### src/rtl/pio_gen2_pkg.sv
// Shared constants for the avalon_pio_gen2 PIO: register word addresses and edge-capture modes.
package pio_gen2_pkg;

  localparam logic [2:0] ADDR_DATA    = 3'd0;
  localparam logic [2:0] ADDR_DIR     = 3'd1;
  localparam logic [2:0] ADDR_IRQMASK = 3'd2;
  localparam logic [2:0] ADDR_EDGECAP = 3'd3;
  localparam logic [2:0] ADDR_OUTSET  = 3'd4;
  localparam logic [2:0] ADDR_OUTCLR  = 3'd5;

  localparam int EDGE_RISE = 0;
  localparam int EDGE_FALL = 1;
  localparam int EDGE_ANY  = 2;

endpackage

### src/rtl/pio_edge_sync.sv
// Two-flop pin synchroniser plus a delay flop and per-bit edge detector.
// The edge pulse is combinational from the synchronised value and its one-cycle delay.
module pio_edge_sync
  import pio_gen2_pkg::*;
#(
  parameter int unsigned WIDTH     = 4,
  parameter int          EDGE_MODE = EDGE_RISE
) (
  input  logic             clk,
  input  logic             reset_n,
  input  logic [WIDTH-1:0] in_port,
  output logic [WIDTH-1:0] in_sync,
  output logic [WIDTH-1:0] edge_pulse
);

  logic [WIDTH-1:0] sync1;
  logic [WIDTH-1:0] sync2;
  logic [WIDTH-1:0] prev;

  always_ff @(posedge clk or negedge reset_n) begin
    if (!reset_n) begin
      sync1 <= '0;
      sync2 <= '0;
      prev  <= '0;
    end else begin
      sync1 <= in_port;
      sync2 <= sync1;
      prev  <= sync2;
    end
  end

  assign in_sync = sync2;

  always_comb begin
    edge_pulse = sync2 & ~prev;
    case (EDGE_MODE)
      EDGE_FALL: edge_pulse = ~sync2 & prev;
      EDGE_ANY:  edge_pulse = sync2 ^ prev;
      default:   edge_pulse = sync2 & ~prev;
    endcase
  end

endmodule

### src/rtl/avalon_pio_gen2.sv
// Avalon-MM PIO slave with per-bit direction, edge capture and maskable level irq.
// Define PIO_SETCLR_EN to build the OUTSET/OUTCLEAR atomic set/clear registers.
module avalon_pio_gen2
  import pio_gen2_pkg::*;
#(
  parameter int unsigned      WIDTH     = 4,
  parameter logic [WIDTH-1:0] RESET_OUT = '0,
  parameter logic [WIDTH-1:0] RESET_DIR = '0,
  parameter int               EDGE_MODE = EDGE_RISE
) (
  input  logic             clk,
  input  logic             reset_n,
  input  logic [2:0]       address,
  input  logic             chipselect,
  input  logic             write_n,
  input  logic             read_n,
  input  logic [31:0]      writedata,
  output logic [31:0]      readdata,
  input  logic [WIDTH-1:0] in_port,
  output logic [WIDTH-1:0] out_port,
  output logic [WIDTH-1:0] oe_port,
  output logic             irq
);

  // Bus handshake: no wait states. A read (rd) is accepted in the cycle it is
  // asserted and readdata is valid on the following cycle; a write (wr) is
  // accepted in its cycle. If both are asserted, rd returns pre-write contents.
  logic             wr;
  logic             rd;
  logic [WIDTH-1:0] wdata;
  logic [WIDTH-1:0] data_out;
  logic [WIDTH-1:0] data_next;
  logic [WIDTH-1:0] dir;
  logic [WIDTH-1:0] irqmask;
  logic [WIDTH-1:0] edgecap;
  logic [WIDTH-1:0] cap_clr;
  logic [WIDTH-1:0] in_sync;
  logic [WIDTH-1:0] edge_pulse;
  logic [31:0]      rd_mux;
  logic             unused_wdata;

  assign wr           = chipselect & ~write_n;
  assign rd           = chipselect & ~read_n;
  assign wdata        = writedata[WIDTH-1:0];
  assign unused_wdata = ^writedata;

  pio_edge_sync #(
    .WIDTH     (WIDTH),
    .EDGE_MODE (EDGE_MODE)
  ) u_edge_sync (
    .clk        (clk),
    .reset_n    (reset_n),
    .in_port    (in_port),
    .in_sync    (in_sync),
    .edge_pulse (edge_pulse)
  );

  always_comb begin
    rd_mux = '0;
    case (address)
      ADDR_DATA:    rd_mux[WIDTH-1:0] = (dir & data_out) | (~dir & in_sync);
      ADDR_DIR:     rd_mux[WIDTH-1:0] = dir;
      ADDR_IRQMASK: rd_mux[WIDTH-1:0] = irqmask;
      ADDR_EDGECAP: rd_mux[WIDTH-1:0] = edgecap;
      default:      rd_mux = '0;
    endcase
  end

  always_comb begin
    data_next = data_out;
    if (wr) begin
      case (address)
        ADDR_DATA:   data_next = wdata;
`ifdef PIO_SETCLR_EN
        ADDR_OUTSET: data_next = data_out | wdata;
        ADDR_OUTCLR: data_next = data_out & ~wdata;
`endif
        default:     data_next = data_out;
      endcase
    end
  end

  // A new edge in the same cycle as its write-1-clear keeps the bit set.
  assign cap_clr = (wr && address == ADDR_EDGECAP) ? wdata : '0;

  always_ff @(posedge clk or negedge reset_n) begin
    if (!reset_n) begin
      data_out <= RESET_OUT;
      dir      <= RESET_DIR;
      irqmask  <= '0;
      edgecap  <= '0;
      irq      <= 1'b0;
      readdata <= '0;
    end else begin
      data_out <= data_next;
      if (wr && address == ADDR_DIR)     dir     <= wdata;
      if (wr && address == ADDR_IRQMASK) irqmask <= wdata;
      edgecap <= (edgecap & ~cap_clr) | edge_pulse;
      irq     <= |(edgecap & irqmask);
      if (rd) readdata <= rd_mux;
    end
  end

  assign out_port = data_out;
  assign oe_port  = dir;

endmodule

### config.mk
export PLATFORM = sky130hd
export DESIGN_NAME = avalon_pio_gen2
export DESIGN_NICKNAME = d
export VERILOG_FILES = /design/src/rtl/pio_gen2_pkg.sv /design/src/rtl/pio_edge_sync.sv /design/src/rtl/avalon_pio_gen2.sv
export SDC_FILE = /design/constraint.sdc
export NUM_CORES = 1
export LEC_CHECK = 0
export ABC_AREA = 1
export CAP_MARGIN = 20
export CORE_MARGIN = 2
export CORE_UTILIZATION = 36
export DETAILED_ROUTE_END_ITERATION = 6
export MAX_ROUTING_LAYER = met4
export PLACE_DENSITY = 0.77
export SYNTH_ARGS = -nofsm -noshare
export SYNTH_HDL_FRONTEND = slang
export SYNTH_HIERARCHICAL = 1
export SYNTH_SLANG_ARGS = --single-unit
### constraint.sdc
create_clock -name clk -period 0.9 [get_ports clk]
set_clock_uncertainty 0.05 [all_clocks]
set_input_delay 0.135 -clock clk [delete_from_list [all_inputs] [get_ports clk]]
set_output_delay 0.135 -clock clk [all_outputs]
set_load 0.1 [all_outputs]
== Yosys cells after proc, flatten, opt, wreduce, memory -nomap -nowiden ==
Index checks and enable logic that the tools add are counted.

* Register bits: 33
* Latch bits: 0
* Bits in writable memories: 0
* ROM bits: 0
* Output and inout port bits: 41
* Word-level logic and storage cells: 34
* Memories kept: 0

* Add/subtract/negate cells: 0
* Multipliers: 0
* Divide/modulo/power cells: 0
* Magnitude comparators: 0
* Eq/ne operators: 3
* Shift operators: 0
* Multiplexer cells: 2
* Bitwise gates (word level): 14
* Reduce and logical (&&, ||, !) cells: 6

{| class="wikitable"
|+ Operators with widths
! cell !! number
|-
| 4-bit AND || 5
|-
| 4-bit one-hot mux with 4 select lines || 1
|-
| 4-bit NOT || 3
|-
| 4-bit OR || 2
|-
| 3-bit by 2-bit == test with 1-bit output, second input constant || 2
|-
| 4-bit two-way mux || 1
|-
| 4-bit OR reduction || 1
|-
| 3-bit by 1-bit == test with 1-bit output, second input constant || 1
|-
| 1-bit logical AND || 3
|-
| 3-bit zero test || 1
|-
| 1-bit AND || 2
|-
| 1-bit NOT || 2
|-
| 2-bit AND reduction || 1
|}

== Depth between registers and ports, before layout ==
* Depth in word-level cells: 7
* Depth in mapped cells: 7

== Cells and area by module ==
The synthesis kept the hierarchy.

{| class="wikitable"
|+ By module, submodules not included
! module !! times used !! cells an instance !! area each (um2) !! seq. area each (um2)
|-
| avalon_pio_gen2 || 1 || 164 || 1310.0 || 525.5
|-
| pio_edge_sync || 1 || 20 || 340.3 || 300.3
|}

== Worst setup path before layout ==
OpenSTA, ideal clock, no wires.

* Path type: register to register
* Start: reg dir[0], in the netlist oe_port[0]
* End: reg readdata[0]
* Library setup time: 0.121 ns
* Arrival: 1.399 ns
* Required time: 0.729 ns
* Setup slack: -0.670 ns
* Cell stages (with the launch flop): 8
* Path buffers: 0
* Clock period less this slack: 1.570 ns
* Cells stage by stage: dfrtp_1 > inv_1 > nand2_1 > nand2_1 > nand2_1 > nand2_1 > o21bai_1 > nand2_1

* Cells in the longest elaborated chain, start to end: 4
* Elaborated cells on any way between the ends: 5
* Classes of those cells: mux: 1; bitwise: 4

{| class="wikitable"
|+ Ends and longest elaborated chain
! item !! line !! source
|-
| start, declared || avalon_pio_gen2.sv:33 || <nowiki>logic [WIDTH-1:0] dir;</nowiki>
|-
| start signal, assigned || avalon_pio_gen2.sv:96 || <nowiki>if (wr && address == ADDR_DIR) dir <= wdata;</nowiki>
|-
| 4-bit NOT || avalon_pio_gen2.sv:61 || <nowiki>ADDR_DATA: rd_mux[WIDTH-1:0] = (dir & data_out) | (~dir & in_sync);</nowiki>
|-
| 4-bit AND || avalon_pio_gen2.sv:61 ||
|-
| 4-bit OR || avalon_pio_gen2.sv:61 ||
|-
| 4-bit one-hot mux with 4 select lines (*) || avalon_pio_gen2.sv:60 || <nowiki>case (address)</nowiki>
|-
| end signal, assigned || avalon_pio_gen2.sv:100 || <nowiki>if (rd) readdata <= rd_mux;</nowiki>
|-
| end, declared || avalon_pio_gen2.sv:18 || <nowiki>output logic [31:0] readdata,</nowiki>
|}

Every way passes the cells marked *; elsewhere a longest branch is shown, timed or not.
A chain may end at the register's enable or synchronous reset.

== Final worst setup path ==
* Start: reg data_out[2], in the netlist out_port[2]
* End: out out_port[2]

{| class="wikitable"
|+ RTL lines
! item !! line !! source
|-
| start, declared || avalon_pio_gen2.sv:31 || <nowiki>logic [WIDTH-1:0] data_out;</nowiki>
|-
| start signal, assigned || avalon_pio_gen2.sv:95 || <nowiki>data_out <= data_next;</nowiki>
|-
| end, declared || avalon_pio_gen2.sv:20 || <nowiki>output logic [WIDTH-1:0] out_port,</nowiki>
|}

No word-level cell between the ends.

==> flow_summary.json <==
{
  "outcome": "finished, violations left",
  "violations": "negative setup slack",
  "synth.area.top_cells": "dfrtp_1 (50%), buf_4 (14%), nand2_1 (12%)",
  "slowest_stage": "dfrtp_4",
  "viasPerCell": 4.48,
  "layout-drive-gt1-share_pct": 45.8,
  "synth_seq_cells": 33,
  "dp_hpwl_mm": 2.43,
  "cts_tree": "done",
  "ys_warn_count": 6,
  "p_leak_uw": 0.00126,
  "clk_path_buf_depth": 2,
  "core_area_sq_mm": 0.00438,
  "fmax_mhz": 796,
  "dr.first_iter.drc_count": 50,
  "yosys.cell_types.count": 19,
  "finalMaxSlewViolations": 0,
  "cp-start-kind": "register",
  "fin_ws_ps": -357,
  "total_power_uw": 5990,
  "async_flop_share_pct": 100,
  "grt_pass1_vias": 1292,
  "grt_pass1_wl_mm": 6.02,
  "report.final.setup_viol": 22,
  "htree_levels": 2,
  "r2r_slack_ps": -340,
  "pwr-share-comb_pct": 48.3,
  "p_sw_share_pct": 42.8,
  "hold_buffers": 0,
  "die_h_microns": 71.7,
  "cts.sinks": 33,
  "firstDrtPassIters": 4,
  "fin_hold_ws_ps": 161,
  "gp_congestion": 0.845,
  "synth_top_area_share_pct": 50.0,
  "syn_to_final_growth_pct": 55.8,
  "crit_buf_inv": 2,
  "syn_area_sq_mm": 0.00165,
  "p_clk_share_pct": 20.4,
  "cts_root_buf": "clkbuf_8",
  "fp.dieW_microns": 71.7,
  "cts_inserted_buffers": 5,
  "grt.overflow.total": 0,
  "start_util_pct": 37.6,
  "syn-instance-count": 184,
  "yosysSeqAreaShare_pct": 50.0,
  "cp_data_arrival_time_ps": 1070,
  "ioPinCount": 85,
  "hp-class": "input port to async pin",
  "ir_worst_vdd_mv": 1.49,
  "required_ps": 710,
  "clk-insertion-delay-late_ps": 290,
  "grt_max_degree": 34,
  "yosysTopAreaCell": "dfrtp_1",
  "p_per_area_mw_per_mm2": 2330,
  "pwr-share-seq_pct": 31.3,
  "internal_power_uw": 3430,
  "synth.most_common_cell": "nand2_1",
  "nets": 294,
  "final_antenna_net_count": 0,
  "tns_ps": -5040,
  "rsz0062_at_grt": "yes",
  "synth_edf_count": 0,
  "drv_cap": 0,
  "cp_top_family": "flip-flops",
  "antenna_found_initial": 0,
  "dieArea_sq_mm": 0.00514,
  "num_antenna_cells": 0,
  "worstSetupPathType": "register to output pin",
  "routed_wl_mm": 3.76,
  "end_kind": "output pin",
  "post-route-period-util_pct": 140,
  "critPathMaxFanout": 2,
  "drc": 0,
  "portBuffers": 28,
  "vias": 1358,
  "drt-wirelength-per-cell_microns": 12.4,
  "min_period_ps": 1260,
  "grt_usage_pct": 15.8,
  "cpPeakStageDelay_ps": 490,
  "switchingPower_uw": 2570,
  "path_cells": "buf_6, buf_12",
  "postSynthAreaPerCell_sq_um": 8.97,
  "synthFlopType": "dfrtp_1",
  "final_util_pct": 58.6,
  "clk_pin_slew_ps": 60,
  "dp_slack_ps": -591,
  "hold_viol_final": 0,
  "row_count": 24,
  "synth_common_cells": "nand2_1 (53), dfrtp_1 (33), buf_4 (30)"
}
## per-layer routing
layer  up-vias  wire length [microns]  GRT usage [%]
met3        10                    206           5.20
met4         0                     90           6.08
met2        44                   1940           24.3
met5         -                      0              -
met1       646                   1520           19.4
li1        658                      -              -
## per-stage QoR
| step | std cells | cell area (sq um) |
|---|---|---|
| after detailed placement | 286 | 2250 |
| after global routing | 303 | 2570 |
| after CTS | 299 | 2440 |
| after global placement | 286 | 2250 |
| after floorplan | 211 | 1790 |
| final | 303 | 2570 |
## worst paths after layout
path / to / depth (start not counted) / from
min: u_edge_sync/in_sync[0] / 2 / reset_n
min in group clk: irqmask[3] / 4 / write_n
max reg2reg: readdata[3] / 7 / oe_port[3]
max in group asynchronous: oe_port[1] / 2 / reset_n
min reg2reg: u_edge_sync/in_sync[0] / 0 / u_edge_sync/sync1[0]
max: out_port[2] / 2 / out_port[2]
## kinds of logic after synthesis
group / Yosys count / synth area share, %
AO/OA/AOI/OAI: 20 / 6.67
flip-flops: 33 / 50.0
buffers and inverters: 52 / 19.2
AND/OR/NAND/NOR: 78 / 23.9
other: 1 / 0.227
## power groups by stage
| stage | clock network (uW) | registers (uW) | logic, uW |
|---|---|---|---|
| finish | 1220 | 1870 | 2900 |
| global route | 1340 | 1900 | 3010 |
| global placement | 0 | 1890 | 2530 |
| detailed placement | 0 | 1900 | 2560 |
| floorplan | 0 | 2710 | 883 |
| CTS | 1250 | 1860 | 2740 |
## timing repair
item,in CTS,in global routing
buffers inserted,5,5
gates cloned,0,1
setup endpoints to repair,33,33
resized for setup,24,49
pin swaps,4,21
hold endpoints to repair,0,0
## placed cells by master (no fill, tap or decap), drive strengths merged
cell / netlist / layout
o21ai: 16 / 16
or2: 1 / 1
inv: 20 / 20
nand4: 11 / 11
o21bai: 4 / 4
buf: 32 / 49
clkbuf: 0 / 10
clkdlybuf4s15: 0 / 2
nand2: 54 / 54
nor2: 7 / 7
nand3: 5 / 5
dfrtp: 33 / 33
conb: 1 / 28
clkinv: 0 / 1
clkdlybuf4s50: 0 / 10
## sequential cells by signal, summed over array words and instances (netlist names)
name / flops
edgecap: 4
irq: 1
irqmask: 4
oe_port: 4
out_port: 4
readdata: 4
u_edge_sync/in_sync: 4
u_edge_sync/prev: 4
u_edge_sync/sync1: 4
## cell type report
type                            instances  area, sq um
Multi-Input combinational cell        126          701
Fill cell                             367         1810
Sequential cell                        33          862
Inverter                               20         75.1
Clock buffer                            7         96.3
Clock inverter                          1         5.00
Tap cell                               52         65.1
Timing Repair Buffer                   64          767
(Power assumes the default switching activity.)
